$ cat config.mk
export PLATFORM = sky130hd
export DESIGN_NAME = mbus_tx_arbiter_flat
export DESIGN_NICKNAME = d
export VERILOG_FILES = /design/src/rtl/mbus_tx_arbiter_pkg.sv /design/src/rtl/mbus_tx_arbiter_if.sv /design/src/rtl/mbus_rr_picker.sv /design/src/rtl/mbus_tx_arbiter.sv /design/src/flat_wrapper.sv
export SDC_FILE = /design/constraint.sdc
export NUM_CORES = 1
export LEC_CHECK = 0
export CAP_MARGIN = 30
export CORE_AREA = 2 2 136 138
export CTS_BUF_LIST = sky130_fd_sc_hd__clkbuf_2
export DETAILED_ROUTE_END_ITERATION = 7
export DIE_AREA = 0 0 138 140
export GPL_ROUTABILITY_DRIVEN = 0
export GPL_TIMING_DRIVEN = 0
export HOLD_SLACK_MARGIN = 0.15
export MAX_ROUTING_LAYER = met4
export PLACE_DENSITY = 0.82
export SYNTH_ARGS = -nofsm -noshare
export SYNTH_HDL_FRONTEND = slang
export SYNTH_SLANG_ARGS = --single-unit
$ cat constraint.sdc
create_clock -name CLK_EXT -period 3.49 [get_ports CLK_EXT]
set_input_delay 0.698 -clock CLK_EXT [delete_from_list [all_inputs] [get_ports CLK_EXT]]
set_output_delay 0.698 -clock CLK_EXT [all_outputs]
set_load 0.005 [all_outputs]
$ cat src/rtl/mbus_tx_arbiter_pkg.sv
// rtl/mbus_tx_arbiter_pkg.sv - shared widths, watchdog width and FSM encoding for the MBus TX arbiter
package mbus_tx_arbiter_pkg;

    localparam int ADDR_WIDTH      = 32;
    localparam int DATA_WIDTH      = 32;
    localparam int TX_ARB_TO_WIDTH = 20;

    typedef enum logic [2:0] {
        ST_IDLE,
        ST_WREQ,
        ST_WACK,
        ST_RESP,
        ST_RACK,
        ST_DRAIN
    } arb_state_t;

endpackage

$ cat src/rtl/mbus_tx_arbiter_if.sv
// rtl/mbus_tx_arbiter_if.sv - requester-side and node-side TX signals of the MBus TX arbiter
interface mbus_tx_arbiter_if
    import mbus_tx_arbiter_pkg::*;
#(
    parameter int NUM_REQ = 4
);

    logic [NUM_REQ-1:0]            C_REQ;
    logic [NUM_REQ*ADDR_WIDTH-1:0] C_ADDR;
    logic [NUM_REQ*DATA_WIDTH-1:0] C_DATA;
    logic [NUM_REQ-1:0]            C_PEND;
    logic [NUM_REQ-1:0]            C_PRIORITY;
    logic [NUM_REQ-1:0]            C_ACK;
    logic [NUM_REQ-1:0]            C_DONE;
    logic                          C_SUCC;
    logic                          C_FAIL;
    logic                          C_TIMEOUT;
    logic [ADDR_WIDTH-1:0]         TX_ADDR;
    logic [DATA_WIDTH-1:0]         TX_DATA;
    logic                          TX_PEND;
    logic                          TX_REQ;
    logic                          TX_PRIORITY;
    logic                          TX_RESP_ACK;
    logic                          TX_ACK;
    logic                          TX_SUCC;
    logic                          TX_FAIL;
    logic                          BUSY;

    modport master (
        input  C_REQ, C_ADDR, C_DATA, C_PEND, C_PRIORITY, TX_ACK, TX_SUCC, TX_FAIL,
        output C_ACK, C_DONE, C_SUCC, C_FAIL, C_TIMEOUT,
        output TX_ADDR, TX_DATA, TX_PEND, TX_REQ, TX_PRIORITY, TX_RESP_ACK, BUSY
    );

    modport slave (
        output C_REQ, C_ADDR, C_DATA, C_PEND, C_PRIORITY, TX_ACK, TX_SUCC, TX_FAIL,
        input  C_ACK, C_DONE, C_SUCC, C_FAIL, C_TIMEOUT,
        input  TX_ADDR, TX_DATA, TX_PEND, TX_REQ, TX_PRIORITY, TX_RESP_ACK, BUSY
    );

endinterface

$ cat src/rtl/mbus_rr_picker.sv
// rtl/mbus_rr_picker.sv - combinational round-robin find-first with explicit modulo-N wrap
module mbus_rr_picker #(
    parameter int N = 4,
    parameter int W = $clog2(N)
) (
    input  logic [N-1:0] req,
    input  logic [W-1:0] ptr,
    output logic [N-1:0] onehot,
    output logic [W-1:0] idx,
    output logic         valid
);

    int           pos;
    logic [W-1:0] sel;

    // Scan from the farthest offset back towards the pointer so the nearest request wins.
    always_comb begin
        onehot = '0;
        idx    = '0;
        valid  = 1'b0;
        pos    = 0;
        sel    = '0;
        for (int k = N - 1; k >= 0; k--) begin
            pos = int'(ptr) + k;
            if (pos >= N) begin
                pos = pos - N;
            end
            sel = W'(pos);
            if (req[sel]) begin
                onehot      = '0;
                onehot[sel] = 1'b1;
                idx         = sel;
                valid       = 1'b1;
            end
        end
    end

endmodule

$ cat src/rtl/mbus_tx_arbiter.sv
// rtl/mbus_tx_arbiter.sv - message-locked round-robin arbiter for the MBus node TX port; MBUS_TX_ARB_PRIO_EN adds a priority class
module mbus_tx_arbiter
    import mbus_tx_arbiter_pkg::*;
#(
    parameter int                         NUM_REQ = 4,
    parameter logic [TX_ARB_TO_WIDTH-1:0] TIMEOUT = 20'h05fff
) (
    input logic               CLK_EXT,
    input logic               RESETn_local,
    mbus_tx_arbiter_if.master bus
);

    localparam int PW = $clog2(NUM_REQ);

    arb_state_t                 state;
    logic [PW-1:0]              gnt;
    logic [PW-1:0]              ptr;
    logic [PW-1:0]              gnt_next;
    logic [TX_ARB_TO_WIDTH-1:0] wd;
    logic                       resp_succ;
    logic                       resp_fail;
    logic [NUM_REQ-1:0]         pick_oh;
    logic [PW-1:0]              pick_idx;
    logic                       pick_valid;
    logic [PW-1:0]              lat_idx;
    logic                       counting;
    logic                       advance;
    logic                       wd_hit;
    logic                       wd_abort;

`ifdef MBUS_TX_ARB_PRIO_EN
    logic [NUM_REQ-1:0] hi_req;
    logic [NUM_REQ-1:0] hi_oh;
    logic [NUM_REQ-1:0] lo_oh;
    logic [PW-1:0]      hi_idx;
    logic [PW-1:0]      lo_idx;
    logic               hi_valid;
    logic               lo_valid;

    assign hi_req = bus.C_REQ & bus.C_PRIORITY;

    mbus_rr_picker #(.N(NUM_REQ), .W(PW)) u_pick_hi (
        .req(hi_req), .ptr(ptr), .onehot(hi_oh), .idx(hi_idx), .valid(hi_valid)
    );
    mbus_rr_picker #(.N(NUM_REQ), .W(PW)) u_pick_lo (
        .req(bus.C_REQ), .ptr(ptr), .onehot(lo_oh), .idx(lo_idx), .valid(lo_valid)
    );

    assign pick_oh    = hi_valid ? hi_oh  : lo_oh;
    assign pick_idx   = hi_valid ? hi_idx : lo_idx;
    assign pick_valid = hi_valid | lo_valid;
`else
    mbus_rr_picker #(.N(NUM_REQ), .W(PW)) u_pick (
        .req(bus.C_REQ), .ptr(ptr), .onehot(pick_oh), .idx(pick_idx), .valid(pick_valid)
    );
`endif

    assign gnt_next = (gnt == PW'(NUM_REQ - 1)) ? '0 : gnt + PW'(1);
    assign lat_idx  = (state == ST_IDLE) ? pick_idx : gnt;
    assign counting = (state == ST_WREQ) || (state == ST_WACK) || (state == ST_RESP);
    assign wd_hit   = (wd == TIMEOUT - TX_ARB_TO_WIDTH'(1));
    assign wd_abort = counting && !advance && wd_hit;
    assign bus.BUSY = (state != ST_IDLE);

    // advance marks the cycle a watched state leaves normally; progress beats a coincident timeout.
    always_comb begin
        advance = 1'b0;
        case (state)
            ST_WREQ: advance = bus.TX_ACK;
            ST_WACK: advance = !bus.TX_ACK && (!bus.TX_PEND || bus.C_REQ[gnt]);
            ST_RESP: advance = bus.TX_SUCC || bus.TX_FAIL;
            default: advance = 1'b0;
        endcase
    end

    always_ff @(posedge CLK_EXT or negedge RESETn_local) begin
        if (!RESETn_local) begin
            state           <= ST_IDLE;
            gnt             <= '0;
            ptr             <= '0;
            wd              <= '0;
            resp_succ       <= 1'b0;
            resp_fail       <= 1'b0;
            bus.C_ACK       <= '0;
            bus.C_DONE      <= '0;
            bus.C_SUCC      <= 1'b0;
            bus.C_FAIL      <= 1'b0;
            bus.C_TIMEOUT   <= 1'b0;
            bus.TX_ADDR     <= '0;
            bus.TX_DATA     <= '0;
            bus.TX_PEND     <= 1'b0;
            bus.TX_REQ      <= 1'b0;
            bus.TX_PRIORITY <= 1'b0;
            bus.TX_RESP_ACK <= 1'b0;
        end else begin
            bus.C_ACK  <= '0;
            bus.C_DONE <= '0;
            wd         <= (counting && !advance && !wd_hit) ? wd + TX_ARB_TO_WIDTH'(1) : '0;

            if (wd_abort) begin
                bus.TX_REQ       <= 1'b0;
                bus.C_SUCC       <= 1'b0;
                bus.C_FAIL       <= 1'b1;
                bus.C_TIMEOUT    <= 1'b1;
                bus.C_DONE[gnt]  <= 1'b1;
                ptr              <= gnt_next;
                state            <= ST_DRAIN;
            end else begin
                case (state)
                    ST_IDLE: begin
                        if (bus.TX_SUCC || bus.TX_FAIL) begin
                            state <= ST_DRAIN;
                        end else if (pick_valid) begin
                            gnt             <= pick_idx;
                            bus.C_ACK       <= pick_oh;
                            bus.TX_ADDR     <= bus.C_ADDR[lat_idx*ADDR_WIDTH +: ADDR_WIDTH];
                            bus.TX_DATA     <= bus.C_DATA[lat_idx*DATA_WIDTH +: DATA_WIDTH];
                            bus.TX_PEND     <= bus.C_PEND[lat_idx];
                            bus.TX_PRIORITY <= bus.C_PRIORITY[lat_idx];
                            state           <= ST_WREQ;
                        end
                    end
                    ST_WREQ: begin
                        if (bus.TX_ACK) begin
                            bus.TX_REQ <= 1'b0;
                            state      <= ST_WACK;
                        end else begin
                            bus.TX_REQ <= 1'b1;
                        end
                    end
                    ST_WACK: begin
                        if (advance && bus.TX_PEND) begin
                            bus.C_ACK[gnt]  <= 1'b1;
                            bus.TX_ADDR     <= bus.C_ADDR[lat_idx*ADDR_WIDTH +: ADDR_WIDTH];
                            bus.TX_DATA     <= bus.C_DATA[lat_idx*DATA_WIDTH +: DATA_WIDTH];
                            bus.TX_PEND     <= bus.C_PEND[lat_idx];
                            bus.TX_PRIORITY <= bus.C_PRIORITY[lat_idx];
                            state           <= ST_WREQ;
                        end else if (advance) begin
                            state <= ST_RESP;
                        end
                    end
                    ST_RESP: begin
                        if (advance) begin
                            resp_succ       <= bus.TX_SUCC;
                            resp_fail       <= bus.TX_FAIL;
                            bus.TX_RESP_ACK <= 1'b1;
                            state           <= ST_RACK;
                        end
                    end
                    ST_RACK: begin
                        if (!bus.TX_SUCC && !bus.TX_FAIL) begin
                            bus.TX_RESP_ACK <= 1'b0;
                            bus.C_DONE[gnt] <= 1'b1;
                            bus.C_SUCC      <= resp_succ && !resp_fail;
                            bus.C_FAIL      <= resp_fail;
                            bus.C_TIMEOUT   <= 1'b0;
                            ptr             <= gnt_next;
                            state           <= ST_IDLE;
                        end
                    end
                    ST_DRAIN: begin
                        bus.TX_RESP_ACK <= bus.TX_SUCC || bus.TX_FAIL;
                        if (!bus.TX_SUCC && !bus.TX_FAIL && !bus.TX_ACK) begin
                            state <= ST_IDLE;
                        end
                    end
                    default: state <= ST_IDLE;
                endcase
            end
        end
    end

endmodule

$ cat src/flat_wrapper.sv
// flat-port wrapper written by rule: the top's interface ports become plain ports
module mbus_tx_arbiter_flat import mbus_tx_arbiter_pkg::*;
#(
    parameter int                         NUM_REQ = 4,
    parameter logic [TX_ARB_TO_WIDTH-1:0] TIMEOUT = 20'h05fff
)
  (CLK_EXT, RESETn_local, bus_C_REQ, bus_C_ADDR, bus_C_DATA, bus_C_PEND, bus_C_PRIORITY, bus_TX_ACK, bus_TX_SUCC, bus_TX_FAIL, bus_C_ACK, bus_C_DONE, bus_C_SUCC, bus_C_FAIL, bus_C_TIMEOUT, bus_TX_ADDR, bus_TX_DATA, bus_TX_PEND, bus_TX_REQ, bus_TX_PRIORITY, bus_TX_RESP_ACK, bus_BUSY);
  mbus_tx_arbiter_if #(.NUM_REQ(NUM_REQ)) bus_i ();
  input logic CLK_EXT;
  input logic RESETn_local;
  input wire logic [$bits(bus_i.C_REQ)-1:0] bus_C_REQ;
  input wire logic [$bits(bus_i.C_ADDR)-1:0] bus_C_ADDR;
  input wire logic [$bits(bus_i.C_DATA)-1:0] bus_C_DATA;
  input wire logic [$bits(bus_i.C_PEND)-1:0] bus_C_PEND;
  input wire logic [$bits(bus_i.C_PRIORITY)-1:0] bus_C_PRIORITY;
  input wire logic [$bits(bus_i.TX_ACK)-1:0] bus_TX_ACK;
  input wire logic [$bits(bus_i.TX_SUCC)-1:0] bus_TX_SUCC;
  input wire logic [$bits(bus_i.TX_FAIL)-1:0] bus_TX_FAIL;
  output wire logic [$bits(bus_i.C_ACK)-1:0] bus_C_ACK;
  output wire logic [$bits(bus_i.C_DONE)-1:0] bus_C_DONE;
  output wire logic [$bits(bus_i.C_SUCC)-1:0] bus_C_SUCC;
  output wire logic [$bits(bus_i.C_FAIL)-1:0] bus_C_FAIL;
  output wire logic [$bits(bus_i.C_TIMEOUT)-1:0] bus_C_TIMEOUT;
  output wire logic [$bits(bus_i.TX_ADDR)-1:0] bus_TX_ADDR;
  output wire logic [$bits(bus_i.TX_DATA)-1:0] bus_TX_DATA;
  output wire logic [$bits(bus_i.TX_PEND)-1:0] bus_TX_PEND;
  output wire logic [$bits(bus_i.TX_REQ)-1:0] bus_TX_REQ;
  output wire logic [$bits(bus_i.TX_PRIORITY)-1:0] bus_TX_PRIORITY;
  output wire logic [$bits(bus_i.TX_RESP_ACK)-1:0] bus_TX_RESP_ACK;
  output wire logic [$bits(bus_i.BUSY)-1:0] bus_BUSY;
  assign bus_i.C_REQ = bus_C_REQ;
  assign bus_i.C_ADDR = bus_C_ADDR;
  assign bus_i.C_DATA = bus_C_DATA;
  assign bus_i.C_PEND = bus_C_PEND;
  assign bus_i.C_PRIORITY = bus_C_PRIORITY;
  assign bus_i.TX_ACK = bus_TX_ACK;
  assign bus_i.TX_SUCC = bus_TX_SUCC;
  assign bus_i.TX_FAIL = bus_TX_FAIL;
  assign bus_C_ACK = bus_i.C_ACK;
  assign bus_C_DONE = bus_i.C_DONE;
  assign bus_C_SUCC = bus_i.C_SUCC;
  assign bus_C_FAIL = bus_i.C_FAIL;
  assign bus_C_TIMEOUT = bus_i.C_TIMEOUT;
  assign bus_TX_ADDR = bus_i.TX_ADDR;
  assign bus_TX_DATA = bus_i.TX_DATA;
  assign bus_TX_PEND = bus_i.TX_PEND;
  assign bus_TX_REQ = bus_i.TX_REQ;
  assign bus_TX_PRIORITY = bus_i.TX_PRIORITY;
  assign bus_TX_RESP_ACK = bus_i.TX_RESP_ACK;
  assign bus_BUSY = bus_i.BUSY;
  mbus_tx_arbiter #(.NUM_REQ(NUM_REQ), .TIMEOUT(TIMEOUT)) u_core (.CLK_EXT(CLK_EXT), .RESETn_local(RESETn_local), .bus(bus_i));
endmodule
**Yosys cells after proc, flatten, opt, wreduce, memory -nomap -nowiden**

Cells that the tools add are included.

- Output and inout bits: 80
- Bits of input ports: 273
- Register bits after elaboration: 108
- Logic and storage cells: 195

- Shift operators: 2
- Equal/unequal tests: 18
- Add/subtract/negate cells: 9
- Multiplexer cells: 95
- Reduce and logical (&&, ||, !) cells: 37
- Bitwise gates (word level): 2
- Order comparisons: 15

Operators by type and width:

| kind | number |
|---|---|
| $shiftx 128x8->32 | 2 |
| $mux 32 | 6 |
| $pmux 32 s2 | 2 |
| $mux 4 | 11 |
| $mux 1 | 35 |
| $mux 3 | 9 |
| $mux 2 | 13 |
| $add 20x1->20 const B | 1 |
| $eq 20x15->1 const B | 1 |
| $mux 20 | 1 |
| $lt 2x3->1 const B | 6 |
| $pmux 3 s6 | 1 |
| $bmux 1 s2 | 7 |
| $logic_and 1x1->1 | 13 |
| $demux 1 s2 | 5 |
| $ge 2x1->1 const B | 5 |
| $ge 3x3->1 const B | 3 |
| $ne 3x1->1 const B | 3 |
| $ne 4x2->1 const B | 2 |
| $pmux 4 s2 | 1 |
| $reduce_and 4->1 | 2 |
| $reduce_bool 2->1 | 4 |
| $sub 2x1->2 const B | 4 |
| $logic_not 1->1 | 7 |
| other kinds (21) | 34 |

**Longest topological paths before layout**

- Depth after elaboration: 15
- Depth in mapped cells: 12
- Depth with buffers taken out: 8

**Modules after synthesis**

A second synthesis with hierarchy kept.

- Cell total of the unflattened synthesis: 904
- Area total of the unflattened synthesis: 7423.4 um2

Modules (own cells, without submodules):

| module | area an instance (um2) | instances | cells an instance | seq. area each (um2) |
|---|---|---|---|---|
| mbus_tx_arbiter | 6740.2 | 1 | 819 | 2702.6 |
| mbus_rr_picker | 683.2 | 1 | 85 | 0.0 |

**Least setup slack after synthesis**

No wires, ideal clock.

- Path kind: register to register
- Start: register u_core.ptr[0]
- End: register u_core.bus.TX_ADDR[0]
- Library setup time: 0.145 ns
- Stages on the path, launching flop included: 12
- Path slack: 0.658 ns
- Data arrival time: 2.687 ns
- Data required time: 3.345 ns
- Buffers on the path: 3
- Clock period less this slack: 2.832 ns
- Path through: dfrtp_1 -> buf_4 -> inv_1 -> ha_1 -> mux4_2 -> nor2b_4 -> nor2_2 -> o311ai_4 -> buf_4 -> buf_2 -> a211oi_1 -> o31ai_2

- Longest elaborated chain between the ends: 14
- Elaborated cells between the ends (all ways): 39
- Those cells by class: add/sub: 7; order compare: 4; eq/ne: 1; shift: 1; mux: 25; reduce/logical: 1

Ends and longest elaborated chain:

| item | RTL line | text |
|---|---|---|
| from (decl) | mbus_tx_arbiter.sv:17 | `logic [PW-1:0] ptr;` |
| from (signal assigned) | mbus_tx_arbiter.sv:106 | `ptr <= gnt_next;` |
| from (signal assigned) | mbus_tx_arbiter.sv:158 | `ptr <= gnt_next;` |
| $add 2x2->3 | mbus_rr_picker.sv:24 | `pos = int'(ptr) + k;` |
| $ge 3x3->1 / $sub 2x1->2 (equally long branches) | mbus_rr_picker.sv:25, mbus_rr_picker.sv:26 |  |
| $mux 2 | mbus_rr_picker.sv:25 | `if (pos >= N) begin` |
| $bmux 1 s2 | mbus_rr_picker.sv:29 | `if (req[sel]) begin` |
| $mux 1 (not written as such) | mbus_rr_picker.sv:29 |  |
| $mux 2 (4 in series) | mbus_rr_picker.sv:29 |  |
| $mux 2 | mbus_tx_arbiter.sv:59 | `assign lat_idx = (state == ST_IDLE) ? pick_idx : gnt;` |
| $shiftx 128x8->32 | mbus_tx_arbiter.sv:116, mbus_tx_arbiter.sv:134 |  |
| $mux 32 | mbus_tx_arbiter.sv:113 | `end else if (pick_valid) begin` |
| $mux 32 | mbus_tx_arbiter.sv:111 | `if (bus.TX_SUCC \|\| bus.TX_FAIL) begin` |
| $pmux 32 s2 | mbus_tx_arbiter.sv:109 | `case (state)` |
| to (signal assigned) | mbus_tx_arbiter.sv:116 | `bus.TX_ADDR <= bus.C_ADDR[lat_idx*ADDR_WIDTH +: ADDR_WIDTH];` |
| to (signal assigned) | mbus_tx_arbiter.sv:134 | `bus.TX_ADDR <= bus.C_ADDR[lat_idx*ADDR_WIDTH +: ADDR_WIDTH];` |
| to (decl) | mbus_tx_arbiter_if.sv:32 | `output TX_ADDR, TX_DATA, TX_PEND, TX_REQ, TX_PRIORITY, TX_RESP_ACK, BUSY` |

Several ways; a longest one is shown, not always the timed one. The select of a mux whose other input is x is not followed.
A chain may end at the register's enable or synchronous reset.

**Worst setup path in the final report**

- Start: register u_core.ptr[0]
- End: register u_core.bus.TX_DATA[3]

- Longest elaborated chain between the ends: 14
- Elaborated cells between the ends (all ways): 39
- Those cells by class: add/sub: 7; order compare: 4; eq/ne: 1; shift: 1; mux: 25; reduce/logical: 1

Ends and longest elaborated chain:

| item | RTL line | text |
|---|---|---|
| $add 2x2->3 | mbus_rr_picker.sv:24 |  |
| $ge 3x3->1 / $sub 2x1->2 (equally long branches) | mbus_rr_picker.sv:25, mbus_rr_picker.sv:26 |  |
| $mux 2 | mbus_rr_picker.sv:25 |  |
| $bmux 1 s2 | mbus_rr_picker.sv:29 |  |
| $mux 1 (not written as such) | mbus_rr_picker.sv:29 |  |
| $mux 2 (4 in series) | mbus_rr_picker.sv:29 |  |
| $mux 2 | mbus_tx_arbiter.sv:59 |  |
| $shiftx 128x8->32 | mbus_tx_arbiter.sv:117, mbus_tx_arbiter.sv:135 |  |
| $mux 32 | mbus_tx_arbiter.sv:113 |  |
| $mux 32 | mbus_tx_arbiter.sv:111 |  |
| $pmux 32 s2 | mbus_tx_arbiter.sv:109 |  |
| to (signal assigned) | mbus_tx_arbiter.sv:117 | `bus.TX_DATA <= bus.C_DATA[lat_idx*DATA_WIDTH +: DATA_WIDTH];` |
| to (signal assigned) | mbus_tx_arbiter.sv:135 | `bus.TX_DATA <= bus.C_DATA[lat_idx*DATA_WIDTH +: DATA_WIDTH];` |
| to (decl) | mbus_tx_arbiter_if.sv:32 |  |

Several ways; a longest one is shown, not always the timed one. The select of a mux whose other input is x is not followed.

==> results.md <==
- Arrival time worst endpoint: 3.81 ns
- CTS Buffer Depth: 2
- Max Cap Violations: 0
- Synth-to-Final Area Change: 52.7%
- Largest family of logic cells by synthesized area: compound AO/OA/AOI/OAI gates
- Worst reg2reg setup slack: 0.21 ns
- Slowest cell delay on critical path: 0.53 ns
- Slowest cell on crit path: dfrtp_2
- Simple-gate share of the synthesized area: 22.5%
- Post-DP HPWL: 22800 microns
- Post-synth EDFFs: 0
- Worst VDD drop: 0.387 mV
- CTS tree: built
- Detailed Route Iter0 Violations: 530
- Fraction of layout cells with a size suffix above 1: 13.8%
- Setup crit start kind: flop
- Final setup fails: 0
- Final Hold Viols: 0
- Post-synthesis adder-cell area fraction: 2.32%
- Post-synth ARST share: 100%
- WP data required: 4.02 ns
- Main synth FF type: dfrtp_1
- Mapped cell area: 7540 sq um
- DRC viols: 0
- Initial antenna violation count: 1
- Critical path capture point type: flop
- Yosys warnings: 0
- Die width: 138 microns
- Max_slew headroom: 53.8%
- Via count: 7921
- Worst Hold Path EP: u_core.bus.TX_DATA[13]$_DFFE_PN0P_
- P_leak: 4.83 nW
- Top cell by count, worst path: buf_2
- PortBufs: 352
- CTS Buf Count: 9
- Setup Skew: 0.0459 ns
- H-tree depth: 3
- Mapped Nets: 1088
- Maximum clock frequency: 305 MHz
- Via-to-Cell Ratio: 5.65
- Final WL: 28700 microns
- Rows: 49
- WS Path Type: flop to flop
- Dpl cells: 1383
- Net count, final: 1455
- Status: completed
- Pins Over Slew Limit: 0
- XOR/XNOR Fraction of Synth Area: 2.09%
- Synthesized area per cell: 9.42 sq um
- Fin crit period: 3.28 ns
- Post-Synthesis Cells: 801
- Clk sinks: 108
- Die H: 140 microns
- Seq/Total Area, Yosys: 35.8%
- Post-synthesis compound-gate area fraction: 29.6%
- WL/cell: 20.5 microns
- RSZ-0062 raised after global routing: false
- Worst Tran Pin Value: 0.694 ns
- CP Cell Sequence: buf_4, inv_1, ha_1, a21boi_0, o21ai_0, o221ai_4, nand2_2, buf_2, buf_2, a211oi_1, o31ai_1
- Initial Util: 42.4%
- Hold Crit Start: u_core.bus.TX_DATA[13]$_DFFE_PN0P_
- Cell Pwr Density: 772 nW/um^2
- Crit Path Max Fanout: 10
- Die area: 19300 sq um
- Floorplan core area: 17800 sq um
- Yosys cell types: 62
- Placed cell areas: 11400 sq um
- Pre-CTS setup slack: -0.385 ns
- FF-to-FF End: u_core.bus.TX_DATA[3]$_DFFE_PN0P_
- Worst-path clk slew: 0.28 ns
- Vias in the first global route: 7957
- Final ANT Viol Nets: 0
- Drt first pass iters: 7
- Global-route wire length before repair: 43600 microns
- Hold Crit Class: flop to flop
- Final worst slack: 0.211 ns
- Reg-to-reg startpoint: u_core.ptr[0]$_DFFE_PN0P_
- CTS Root Cell: clkbuf_2
- Ports: 353
- Post-Route Setup TNS: 0 ns
- Later-pin clock latency in the skew report: 0.64 ns
- Final hold slack: 0.516 ns
- Remaining global-route overflow: 0
- Largest net degree at the start of global routing: 64
- Post-Layout Cell Count: 1403
- Filler cell count in the final layout: 1455
- Post-synthesis mux area share: 2.06%
- CP bufs+invs: 4
- GRT Total Usage: 29.5%
- Yosys reg bits: 108
- Fin area: 11500 sq um
- Reg2Reg Depth: 11
- Top delay family on crit path: compound AO/OA/AOI/OAI gates
- Hold Crit Depth: 2
- Final Cycle Share: 94.0%
## Yosys cell counts, types with 24 or more instances
library cell  count  area share [%]
buf_2            24             1.6
a211oi_1         92             9.2
o31ai_1          26             2.6
and3_1          135              11
nand2_1          86             4.3
a211oi_2         40             6.6
dfrtp_1         108              36
nor2_1           41             2.0
clkbuf_1         47             2.3
o31ai_2          40             6.6
## cells by family (layout without fill, tap and decap cells)
group | Yosys count | after routing
compound gates | 247 | 247
xor+xnor | 18 | 18
fa+ha+maj | 14 | 14
buf+inv | 90 | 462
flops | 108 | 108
mux | 10 | 10
other cells | 0 | 1
simple gates | 314 | 314
## registers in the layout, summed over array words and instances (netlist names)
register,cells
u_core.wd,20
u_core.resp_fail,1
u_core.bus.TX_REQ,1
u_core.bus.C_SUCC,1
u_core.bus.TX_ADDR,32
u_core.bus.TX_PEND,1
u_core.bus.TX_DATA,32
u_core.bus.TX_RESP_ACK,1
u_core.bus.C_ACK,4
u_core.bus.TX_PRIORITY,1
u_core.resp_succ,1
u_core.ptr,2
u_core.gnt,2
u_core.bus.C_FAIL,1
u_core.bus.C_DONE,4
u_core.state,3
u_core.bus.C_TIMEOUT,1
## placed cells by master, fill, tap and decap left out, types with 23 or more instances in the layout
| cell type | count |
|---|---|
| clkdlybuf4s50_1 | 351 |
| and3_1 | 135 |
| dfrtp_1 | 107 |
| a211oi_1 | 91 |
| nand2_1 | 85 |
| clkbuf_1 | 44 |
| nor2_1 | 41 |
| a211oi_2 | 41 |
| o31ai_2 | 40 |
| o31ai_1 | 26 |
| buf_2 | 23 |
## area by class of cell
type | instances | area (sq um) | share of cell area [%]
Antenna cell | 1 | 2.50 | 0.0217
Buffer | 79 | 385 | 3.35
Clock buffer | 11 | 55.1 | 0.478
Clock inverter | 5 | 28.8 | 0.250
Inverter | 11 | 41.3 | 0.359
Multi-Input combinational cell | 603 | 4440 | 38.5
Sequential cell | 108 | 2700 | 23.5
Tap cell | 229 | 287 | 2.49
Timing Repair Buffer | 356 | 3570 | 31.0
## report_power, final
| part | internal [mW] | switching, mW |
|---|---|---|
| logic | 2.78 | 3.57 |
| clock network | 0.0941 | 0.441 |
| registers | 1.69 | 0.317 |
## layer usage
metal / vias up / routed length, microns / global-route usage (%) / part of all wire [%]
met5: - / 0 / - / 0
met4: 0 / 761 / 9.40 / 2.7
met3: 54 / 1310 / 3.56 / 4.6
met2: 284 / 14500 / 49.4 / 51
met1: 3844 / 12100 / 37.5 / 42
li1: 3739 / - / - / -
## worst register-to-register path: stages, from the launching register on
cell      delay (ns)
dfrtp_2         0.53
buf_4           0.22
inv_1           0.15
ha_1            0.42
a21boi_0        0.11
o21ai_0         0.35
o221ai_4        0.21
nand2_2         0.23
buf_2           0.29
buf_2           0.31
a211oi_1        0.14
o31ai_1         0.24
## worst max path at each step
stage,from,slack (ns),cells after the start,end
finish,u_core.ptr[0]$_DFFE_PN0P_,0.21,11,u_core.bus.TX_DATA[3]$_DFFE_PN0P_
global route,u_core.ptr[0]$_DFFE_PN0P_,0.0006,11,u_core.bus.TX_ADDR[25]$_DFFE_PN0P_
CTS,u_core.ptr[0]$_DFFE_PN0P_,0.003,11,u_core.bus.TX_DATA[2]$_DFFE_PN0P_
floorplan,u_core.ptr[0]$_DFFE_PN0P_,0.66,11,u_core.bus.TX_ADDR[0]$_DFFE_PN0P_
detailed placement,bus_C_REQ[0],-0.39,9,u_core.bus.TX_DATA[2]$_DFFE_PN0P_
global placement,RESETn_local,-2.59,1,u_core.bus.TX_ADDR[21]$_DFFE_PN0P_
## what timing repair did
item	CTS	global route
gates resized for setup	4	6
cloned	0	0
hold endpoints to repair	45	0
hold buffers	1	0
pin swaps	0	1
setup endpoints to repair	66	66
buffers inserted	0	2
## per-stage QoR
step	utilization (%)	total power, mW
finish	64.8	8.89
global route	64.8	9.51
CTS	64.6	8.86
detailed placement	64.0	8.29
global placement	63.9	8.16
floorplan	-	5.91
Note: power is estimated with default switching activity, not from simulation.
